### src/rtl/usb_tx_nrzi_stuff_encoder_if.sv
// Byte handshake between the TX packet/CRC logic and the USB line encoder.
interface usb_tx_nrzi_stuff_encoder_if;
   logic [7:0] tx_data;
   logic       tx_valid;
   logic       tx_last;
   logic       tx_ready;

   modport master (
      output tx_data,
      output tx_valid,
      output tx_last,
      input  tx_ready
   );

   modport slave (
      input  tx_data,
      input  tx_valid,
      input  tx_last,
      output tx_ready
   );
endinterface

### src/rtl/usb_tx_nrzi_stuff_encoder.sv
// Full-speed USB TX line encoder: LSB-first serialiser with NRZI, bit stuffing and EOP.
// Bytes arrive through a one-deep holding register so consecutive bytes leave with no gap.
module usb_tx_nrzi_stuff_encoder #(
   parameter int CLKS_PER_BIT = 8,
   parameter int STUFF_LEN    = 6,
   parameter int EOP_SE0_BITS = 2
) (
   input  logic                        clk,
   input  logic                        n_rst,
   usb_tx_nrzi_stuff_encoder_if.slave  tx,
   output logic                        dplus_out,
   output logic                        dminus_out,
   output logic                        encode_busy,
   output logic                        tx_underrun
);
   localparam int CNT_W  = (CLKS_PER_BIT > 1) ? $clog2(CLKS_PER_BIT) : 1;
   localparam int ONES_W = $clog2(STUFF_LEN + 1);
   localparam int EOP_W  = (EOP_SE0_BITS > 1) ? $clog2(EOP_SE0_BITS) : 1;

   localparam logic [CNT_W-1:0]  BIT_LAST   = CNT_W'(CLKS_PER_BIT - 1);
   localparam logic [ONES_W-1:0] ONES_STUFF = ONES_W'(STUFF_LEN);
   localparam logic [EOP_W-1:0]  SE0_LAST   = EOP_W'(EOP_SE0_BITS - 1);

   localparam logic [2:0] IDLE    = 3'd0;
   localparam logic [2:0] SHIFT   = 3'd1;
   localparam logic [2:0] STUFF   = 3'd2;
   localparam logic [2:0] EOP_SE0 = 3'd3;
   localparam logic [2:0] EOP_J   = 3'd4;

   logic [2:0]        state, state_nxt;
   logic [CNT_W-1:0]  bit_cnt, bit_cnt_nxt;
   logic [2:0]        bit_idx, bit_idx_nxt, bit_idx_inc;
   logic [ONES_W-1:0] ones_cnt, ones_nxt;
   logic [EOP_W-1:0]  eop_cnt, eop_cnt_nxt;
   logic              hold_full, hold_full_nxt;
   logic [7:0]        hold_data, shift_reg;
   logic              hold_last, cur_last;
   logic              dplus_nxt, dminus_nxt, busy_nxt, underrun_nxt;
   logic              boundary, accept, load, send_bit, tx_bit, byte_end;

   // Run length of transmitted ones; any transmitted zero restarts it.
   function automatic logic [ONES_W-1:0] ones_after(input logic bit_val,
                                                    input logic [ONES_W-1:0] cnt);
      return bit_val ? cnt + 1'b1 : '0;
   endfunction

   assign boundary    = (bit_cnt == BIT_LAST);
   assign bit_idx_inc = bit_idx + 3'd1;
   assign accept      = tx.tx_valid & ~hold_full;
   assign tx.tx_ready = ~hold_full;

   always_comb begin
      state_nxt     = state;
      bit_cnt_nxt   = boundary ? '0 : bit_cnt + 1'b1;
      bit_idx_nxt   = bit_idx;
      ones_nxt      = ones_cnt;
      eop_cnt_nxt   = eop_cnt;
      hold_full_nxt = hold_full;
      dplus_nxt     = dplus_out;
      dminus_nxt    = dminus_out;
      busy_nxt      = encode_busy;
      underrun_nxt  = 1'b0;
      load          = 1'b0;
      send_bit      = 1'b0;
      tx_bit        = 1'b0;
      byte_end      = 1'b0;

      case (state)
         IDLE: begin
            bit_cnt_nxt = '0;
            ones_nxt    = '0;
            dplus_nxt   = 1'b1;
            dminus_nxt  = 1'b0;
            if (hold_full) begin
               load     = 1'b1;
               busy_nxt = 1'b1;
            end
         end
         SHIFT: begin
            if (boundary) begin
               if (ones_cnt == ONES_STUFF) begin
                  state_nxt  = STUFF;
                  dplus_nxt  = ~dplus_out;
                  dminus_nxt = ~dminus_out;
                  ones_nxt   = '0;
               end else if (bit_idx != 3'd7) begin
                  bit_idx_nxt = bit_idx_inc;
                  send_bit    = 1'b1;
                  tx_bit      = shift_reg[bit_idx_inc];
               end else begin
                  byte_end = 1'b1;
               end
            end
         end
         STUFF: begin
            if (boundary) begin
               if (bit_idx != 3'd7) begin
                  state_nxt   = SHIFT;
                  bit_idx_nxt = bit_idx_inc;
                  send_bit    = 1'b1;
                  tx_bit      = shift_reg[bit_idx_inc];
               end else begin
                  byte_end = 1'b1;
               end
            end
         end
         EOP_SE0: begin
            if (boundary) begin
               if (eop_cnt == SE0_LAST) begin
                  state_nxt  = EOP_J;
                  dplus_nxt  = 1'b1;
                  dminus_nxt = 1'b0;
               end else begin
                  eop_cnt_nxt = eop_cnt + 1'b1;
               end
            end
         end
         EOP_J: begin
            if (boundary) begin
               state_nxt = IDLE;
               busy_nxt  = 1'b0;
            end
         end
         default: begin
            state_nxt  = IDLE;
            busy_nxt   = 1'b0;
            dplus_nxt  = 1'b1;
            dminus_nxt = 1'b0;
         end
      endcase

      // A byte that ends with nothing queued either closes the packet or aborts it.
      if (byte_end) begin
         if (hold_full) begin
            load = 1'b1;
         end else begin
            state_nxt    = EOP_SE0;
            dplus_nxt    = 1'b0;
            dminus_nxt   = 1'b0;
            eop_cnt_nxt  = '0;
            ones_nxt     = '0;
            underrun_nxt = ~cur_last;
         end
      end

      if (load) begin
         state_nxt     = SHIFT;
         bit_idx_nxt   = 3'd0;
         hold_full_nxt = 1'b0;
         send_bit      = 1'b1;
         tx_bit        = hold_data[0];
      end else if (accept) begin
         hold_full_nxt = 1'b1;
      end

      // NRZI: a zero toggles J<->K, a one keeps the current level.
      if (send_bit) begin
         ones_nxt = ones_after(tx_bit, (state == IDLE) ? '0 : ones_cnt);
         if (!tx_bit) begin
            dplus_nxt  = ~dplus_nxt;
            dminus_nxt = ~dminus_nxt;
         end
      end
   end

   always_ff @(posedge clk or negedge n_rst) begin
      if (!n_rst) begin
         state       <= IDLE;
         bit_cnt     <= '0;
         bit_idx     <= 3'd0;
         ones_cnt    <= '0;
         eop_cnt     <= '0;
         hold_full   <= 1'b0;
         dplus_out   <= 1'b1;
         dminus_out  <= 1'b0;
         encode_busy <= 1'b0;
         tx_underrun <= 1'b0;
      end else begin
         state       <= state_nxt;
         bit_cnt     <= bit_cnt_nxt;
         bit_idx     <= bit_idx_nxt;
         ones_cnt    <= ones_nxt;
         eop_cnt     <= eop_cnt_nxt;
         hold_full   <= hold_full_nxt;
         dplus_out   <= dplus_nxt;
         dminus_out  <= dminus_nxt;
         encode_busy <= busy_nxt;
         tx_underrun <= underrun_nxt;
      end
   end

   // Byte storage is qualified by hold_full and the state, so it needs no reset.
   always_ff @(posedge clk) begin
      if (load) begin
         shift_reg <= hold_data;
         cur_last  <= hold_last;
      end
      if (accept) begin
         hold_data <= tx.tx_data;
         hold_last <= tx.tx_last;
      end
   end
endmodule

### src/flat_wrapper.sv
// flat-port wrapper written by rule: the top's interface ports become plain ports
module usb_tx_nrzi_stuff_encoder_flat 
#(
   parameter int CLKS_PER_BIT = 8,
   parameter int STUFF_LEN    = 6,
   parameter int EOP_SE0_BITS = 2
)
  (clk, n_rst, dplus_out, dminus_out, encode_busy, tx_underrun, tx_tx_data, tx_tx_valid, tx_tx_last, tx_tx_ready);
  usb_tx_nrzi_stuff_encoder_if tx_i ();
  input  logic clk;
  input  logic n_rst;
  output logic dplus_out;
  output logic dminus_out;
  output logic encode_busy;
  output logic tx_underrun;
  input wire logic [$bits(tx_i.tx_data)-1:0] tx_tx_data;
  input wire logic [$bits(tx_i.tx_valid)-1:0] tx_tx_valid;
  input wire logic [$bits(tx_i.tx_last)-1:0] tx_tx_last;
  output wire logic [$bits(tx_i.tx_ready)-1:0] tx_tx_ready;
  assign tx_i.tx_data = tx_tx_data;
  assign tx_i.tx_valid = tx_tx_valid;
  assign tx_i.tx_last = tx_tx_last;
  assign tx_tx_ready = tx_i.tx_ready;
  usb_tx_nrzi_stuff_encoder #(.CLKS_PER_BIT(CLKS_PER_BIT), .STUFF_LEN(STUFF_LEN), .EOP_SE0_BITS(EOP_SE0_BITS)) u_core (.clk(clk), .n_rst(n_rst), .tx(tx_i), .dplus_out(dplus_out), .dminus_out(dminus_out), .encode_busy(encode_busy), .tx_underrun(tx_underrun));
endmodule
### config.mk
export PLATFORM = sky130hd
export DESIGN_NAME = usb_tx_nrzi_stuff_encoder_flat
export DESIGN_NICKNAME = d
export VERILOG_FILES = /design/src/rtl/usb_tx_nrzi_stuff_encoder_if.sv /design/src/rtl/usb_tx_nrzi_stuff_encoder.sv /design/src/flat_wrapper.sv
export SDC_FILE = /design/constraint.sdc
export NUM_CORES = 1
export LEC_CHECK = 0
export CAP_MARGIN = 15
export CORE_UTILIZATION = 50
export DETAILED_ROUTE_END_ITERATION = 6
export GPL_TIMING_DRIVEN = 1
export PLACE_DENSITY = 0.71
export SLEW_MARGIN = 10
export SYNTH_ARGS = -nofsm -noshare
export SYNTH_HDL_FRONTEND = slang
export SYNTH_SLANG_ARGS = --single-unit
### constraint.sdc
create_clock -name clk -period 3.2 [get_ports clk]
set_input_delay 0.96 -clock clk [delete_from_list [all_inputs] [get_ports clk]]
set_output_delay 0.96 -clock clk [all_outputs]
set_load 0.02 [all_outputs]
# Yosys cells after proc, flatten, opt, wreduce, memory -nomap -nowiden
# Index checks and enable logic that the tools add are counted.
[word_totals] out_inout_bits=5 ram_bits=0 romBits=0 elab_cells=126 ff_bits=36 latchBits=0 mem_count=0 input_bits=12
[classes] n_addsub=4 n_bitwise=8 reduce_logical=7 n_mul=0 n_mux=80 n_div=0 eq_ne=12 n_lt_le_gt_ge=1 shifts=0
[op_table] cell="3-bit two-way mux" count=24
[op_table] cell="1-bit two-way mux" count=46
[op_table] cell="3-bit case mux with 5 select lines" count=1
[op_table] cell="3-bit case mux with 2 select lines" count=2
[op_table] cell="3-bit by 1-bit adder with 3-bit output, second input constant" count=3
[op_table] cell="3-bit == test, second input constant" count=3
[op_table] cell="1-bit case mux with 3 select lines" count=3
[op_table] cell="1-bit inverter" count=7
[op_table] cell="3-bit by 2-bit == test with 1-bit output, second input constant" count=2
[op_table] cell="3-bit by 1-bit != test with 1-bit output, second input constant" count=2
[op_table] cell="1-bit case mux with 2 select lines" count=3
[op_table] cell="3-bit by 4-bit < comparator with 1-bit output, second input constant" count=1
[op_table] cell="2-bit by 1-bit != test with 1-bit output, second input constant" count=2
[op_table] cell="4-bit AND reduction" count=1
[op_table] cell="1-bit binary-select mux with 3-bit select" count=1
[op_table] cell="3-bit by 1-bit == test with 1-bit output, second input constant" count=1
[op_table] cell="3-bit logical NOT" count=1
[op_table] cell="3-bit by 2-bit != test with 1-bit output, second input constant" count=1
[op_table] cell="3-bit != test, second input constant" count=1
[op_table] cell="3-bit AND reduction" count=1
[op_table] cell="3-bit nonzero test" count=1
[op_table] cell="3-bit OR reduction" count=1
[op_table] cell="2-bit nonzero test" count=1
[op_table] cell="2-bit OR reduction" count=1
[op_table] cell="other kinds (2)" count=2

# Depth between registers and ports, before layout
[logic_depth] depth_word=10 depth_mapped=9 depth_no_buf=7

# Least setup slack after synthesis
# Ideal clock, no wire load.
[synth_timing] path_type="reg-to-reg" from="register u_core.bit_idx[0]" to="register u_core.ones_cnt[0]" slack_ps=1045 path_stages_with_launch=9 n_path_buf=1 arrival_time_ps=2091 period_less_slack_ps=2155 path_cell_list="dfrtp_1 ha_1 ha_1 nand2b_1 or4_1 buf_2 nor4_1 or2_2 mux2_2"
[synth_between] elab_chain_cells=10
[synth_lines] item="start: declaration" line="usb_tx_nrzi_stuff_encoder.sv:32" text="logic [2:0] bit_idx, bit_idx_nxt, bit_idx_inc;"
[synth_lines] item="start signal: assignment" line="usb_tx_nrzi_stuff_encoder.sv:181" text="bit_idx <= bit_idx_nxt;"
[synth_lines] item="3-bit by 1-bit adder with 3-bit output" line="usb_tx_nrzi_stuff_encoder.sv:48" text="assign bit_idx_inc = bit_idx + 3'd1;"
[synth_lines] item="1-bit binary-select mux with 3-bit select" line="usb_tx_nrzi_stuff_encoder.sv:89, usb_tx_nrzi_stuff_encoder.sv:101"
[synth_lines] item="1-bit two-way mux (implied by the code)" line="usb_tx_nrzi_stuff_encoder.sv:89, usb_tx_nrzi_stuff_encoder.sv:101"
[synth_lines] item="1-bit two-way mux" line="usb_tx_nrzi_stuff_encoder.sv:86, usb_tx_nrzi_stuff_encoder.sv:97"
[synth_lines] item="1-bit two-way mux" line="usb_tx_nrzi_stuff_encoder.sv:81" text="if (ones_cnt == ONES_STUFF) begin"
[synth_lines] item="1-bit two-way mux" line="usb_tx_nrzi_stuff_encoder.sv:80" text="if (boundary) begin"
[synth_lines] item="1-bit case mux with 2 select lines" line="usb_tx_nrzi_stuff_encoder.sv:68" text="case (state)"
[synth_lines] item="1-bit two-way mux" line="usb_tx_nrzi_stuff_encoder.sv:146" text="if (load) begin"
[synth_lines] item="3-bit two-way mux" line="usb_tx_nrzi_stuff_encoder.sv:44" text="return bit_val ? cnt + 1'b1 : '0;"
[synth_lines] item="3-bit two-way mux (*)" line="usb_tx_nrzi_stuff_encoder.sv:157" text="if (send_bit) begin"
[synth_lines] item="net u_core.ones_nxt[0]" line="usb_tx_nrzi_stuff_encoder.sv:33" text="logic [ONES_W-1:0] ones_cnt, ones_nxt;"
[synth_lines] item="end signal: assignment" line="usb_tx_nrzi_stuff_encoder.sv:182" text="ones_cnt <= ones_nxt;"
[synth_lines] item="end: declaration" line="usb_tx_nrzi_stuff_encoder.sv:33"
# Mark *: on every way through the listed nets, which the timed path passes. The rest lies on a longest branch. The select of a mux whose other input is x is not followed.
# A chain may end at the register's enable or synchronous reset.

# Final worst setup path
[layout_timing] from="register u_core.bit_cnt[0]" to="register u_core.cur_last (enable)"
[layout_between] elab_chain_cells=4
[layout_lines] item="start: declaration" line="usb_tx_nrzi_stuff_encoder.sv:31" text="logic [CNT_W-1:0] bit_cnt, bit_cnt_nxt;"
[layout_lines] item="start signal: assignment" line="usb_tx_nrzi_stuff_encoder.sv:180" text="bit_cnt <= bit_cnt_nxt;"
[layout_lines] item="3-bit == test (*)" line="usb_tx_nrzi_stuff_encoder.sv:47" text="assign boundary = (bit_cnt == BIT_LAST);"
[layout_lines] item="1-bit two-way mux, on equally long branches" line="usb_tx_nrzi_stuff_encoder.sv:96, usb_tx_nrzi_stuff_encoder.sv:80"
[layout_lines] item="1-bit case mux with 2 select lines (*)" line="usb_tx_nrzi_stuff_encoder.sv:68"
[layout_lines] item="1-bit two-way mux (*)" line="usb_tx_nrzi_stuff_encoder.sv:133" text="if (byte_end) begin"
[layout_lines] item="net u_core.load" line="usb_tx_nrzi_stuff_encoder.sv:39" text="logic boundary, accept, load, send_bit, tx_bit, byte_end;"
[layout_lines] item="end signal: assignment" line="usb_tx_nrzi_stuff_encoder.sv:196" text="cur_last <= hold_last;"
[layout_lines] item="end: declaration" line="usb_tx_nrzi_stuff_encoder.sv:37" text="logic hold_last, cur_last;"
# Mark *: on every way through the listed nets, which the timed path passes. The rest lies on a longest branch.

==> impl_metrics.env <==
export IMPL_outcome="complete, no violations"
export IMPL_clk_latency_ns=0.33
export IMPL_critPathRequiredTime_ns=3.18
export IMPL_synth_edf_count=18
export IMPL_drv_slew=0
export IMPL_netlist_area_mm2=0.00174
export IMPL_async_flop_share_pct=50.0
export IMPL_path_class="reg2reg"
export IMPL_peakVddDrop_mv=0.326
export IMPL_cp_max_fo=14
export IMPL_first_iter_violations=44
export IMPL_diodes=0
export IMPL_start_util_pct=52.1
export IMPL_grt_max_degree=19
export IMPL_worstReg2RegStart="u_core.bit_cnt[0]"
export IMPL_grt_setup_unrepaired="no"
export IMPL_post_cts_resized=0
export IMPL_cts_hold_fix_buffers=0
export IMPL_cp_num_buf_inv=1
export IMPL_port_buffers=16
export IMPL_hold_end="u_core.tx_underrun"
export IMPL_clock_sinks=36
export IMPL_firstDrtPassIters=4
export IMPL_cp_start_kind="flop"
export IMPL_row_count=21
export IMPL_final_util_pct=59.5
export IMPL_p_per_area_mw_per_mm2=666
export IMPL_holdWs_ns=0.411
export IMPL_grt_use_met3_pct=6.82
export IMPL_cp_data_arrival_time_ns=2.50
export IMPL_grt_use_met2_pct=27.0
export IMPL_slew_headroom_pct=44.4
export IMPL_wl_per_cell_um=14.5
export IMPL_synthFlopType="edfxtp_1"
export IMPL_core_mm2=0.00334
export IMPL_grt_pass1_vias=1109
export IMPL_hold_class="reg2reg"
export IMPL_slowest_stage="o311ai_0"
export IMPL_clk_pin_slew_ns=0.10
export IMPL_gp_congestion=0.854
export IMPL_nNetsFinal=184
export IMPL_path_depth=6
export IMPL_syn_to_final_growth_pct=14.2
export IMPL_vias=1183
export IMPL_detail_route_antenna_nets=0
export IMPL_hold_viol=0
export IMPL_synth_distinct_cells=47
export IMPL_antenna_found_initial=0
export IMPL_syn_area_per_cell_um2=11.7
export IMPL_cts_tree="yes"
export IMPL_crit_chain="ha_1 -> ha_1 -> nand2_1 -> o311ai_0 -> nand2_1 -> inv_1"
export IMPL_cts_root_buf="clkbuf_4"
export IMPL_dp_hpwl_mm=2.23
export IMPL_layout_commonest_cell="edfxtp_1"
export IMPL_grt_usage_pct=19.5
export IMPL_synth_seq_cells=36
export IMPL_synth_cells=149
export IMPL_cp_slowest_stage_delay_ns=0.54
export IMPL_r2r_end="u_core.cur_last"
export IMPL_clock_path_buffers=2
export IMPL_finalCritPeriodShare_pct=78.6
export IMPL_max_freq_mhz=398
export IMPL_totalWireLength_mm=3.10
export IMPL_htreeDepth=2
export IMPL_drc=0
export IMPL_fin_skew_ns=0.00660
export IMPL_yosysWarnings=0
export IMPL_setup_viol=0
export IMPL_io_pins=17
export IMPL_vias_per_cell=5.55
export IMPL_crit_family="compound AO/OA/AOI/OAI gates"
export IMPL_syn_nets=167
export IMPL_top_usage_layer="met2"
export IMPL_cts_made_buffers=5
export IMPL_die_h_um=61.0
export IMPL_rr_worst_depth=6
export IMPL_reg2reg_slack_ns=0.68
export IMPL_hold_path_depth=1
export IMPL_cts_setup_buffers=0
export IMPL_min_period_ns=2.52
export IMPL_die_w_um=61.0
export IMPL_finalSetupTns_ns=0
export IMPL_final_cell_mix="edfxtp_1, dfrtp_1, clkdlybuf4s50_1"
export IMPL_endpoint_kind="flop"
export IMPL_use_met1_pct=25.2
export IMPL_ys_seq_area_share_pct=57.1
export IMPL_max_cap_violations=0
export IMPL_drive_above_1_share_pct=8.98
export IMPL_power_w=0.00132
export IMPL_leakage_nw=0.787
export IMPL_fill_cells=302
export IMPL_dieArea_mm2=0.00372
export IMPL_holdCritStartpoint="u_core.cur_last"
export IMPL_grt_pass1_wl_mm=4.97
export IMPL_tightest_slew_ns=0.831
export IMPL_overflow=0
## cell usage after synthesis, types with 3 or more instances
library cell,number,area [um2]
mux2_2,4,45.0
edfxtp_1,18,541
nand2_1,9,33.8
and2_1,7,43.8
o21ai_0,4,20.0
nand2b_1,5,31.3
mux2i_1,3,30.0
dfrtp_1,17,425
xor2_1,4,35.0
clkbuf_1,5,18.8
a211o_1,3,26.3
inv_1,7,26.3
nor2_1,12,45.0
or3_1,3,18.8
ha_1,6,75.1
nor2b_1,3,18.8
## final cells by class
| type | count | area, um2 | area share, % |
|---|---|---|---|
| clock buffer | 6 | 41.3 | 2.08 |
| clock inverter | 2 | 11.3 | 0.567 |
| inverter | 7 | 26.3 | 1.32 |
| multi-input combinational | 100 | 697 | 35.1 |
| sequential | 36 | 992 | 50.0 |
| tap | 46 | 57.6 | 2.90 |
| timing repair buffer | 16 | 160 | 8.07 |
## report_power, final
part | internal [W] | switching [W] | total [W] | leakage [nW]
Combinational | 0.000232 | 0.000229 | 0.000461 | 0.380
Clock | 0.0000836 | 0.000141 | 0.000224 | 0.0259
Sequential | 0.000573 | 0.0000631 | 0.000636 | 0.381
Total | 0.000889 | 0.000433 | 0.00132 | 0.787
## cells by family after synthesis
| family | after synthesis | synth area share [%] |
|---|---|---|
| adders and majority gates | 6 | 4.32 |
| buffers and inverters | 13 | 2.88 |
| muxes | 7 | 4.32 |
| AOI/OAI and AO/OA | 25 | 10.8 |
| xor gates and xnor gates | 5 | 2.52 |
| DFF | 36 | 57.1 |
| and+or+nand+nor | 57 | 18.1 |
## worst reg2reg max path, cell delays in order (launching register included)
cell and delay, ns:
dfrtp_1 0.36, ha_1 0.17, ha_1 0.34, nand2_1 0.15
o311ai_0 0.54, nand2_1 0.19, inv_1 0.41
## how the worst max path moves through the flow
stage,start,end
finish,u_core.bit_cnt[0],u_core.cur_last
global route,u_core.bit_cnt[0],u_core.shift_reg[4]
CTS,u_core.bit_cnt[0],u_core.cur_last
detailed placement,u_core.bit_cnt[0],u_core.shift_reg[6]
global placement,tx_tx_valid,u_core.hold_last
floorplan,u_core.bit_idx[0],u_core.ones_cnt[0]
## per-layer routing
layer,share of wire (%),wire length (um)
met1,46,1410
met2,46,1430
met3,4.1,126
met4,4.2,130
met5,0,0
## metrics by stage
stage                     worst slack (ns)  cell area, um2  std cells
after floorplan                       1.05            1740        149
after global routing                 0.556            1990        213
after CTS                            0.664            1990        213
final                                0.685            1990        213
after global placement               0.815            1930        205
after detailed placement             0.714            1930        205
No activity file was read; power rests on OpenSTA's default activity.
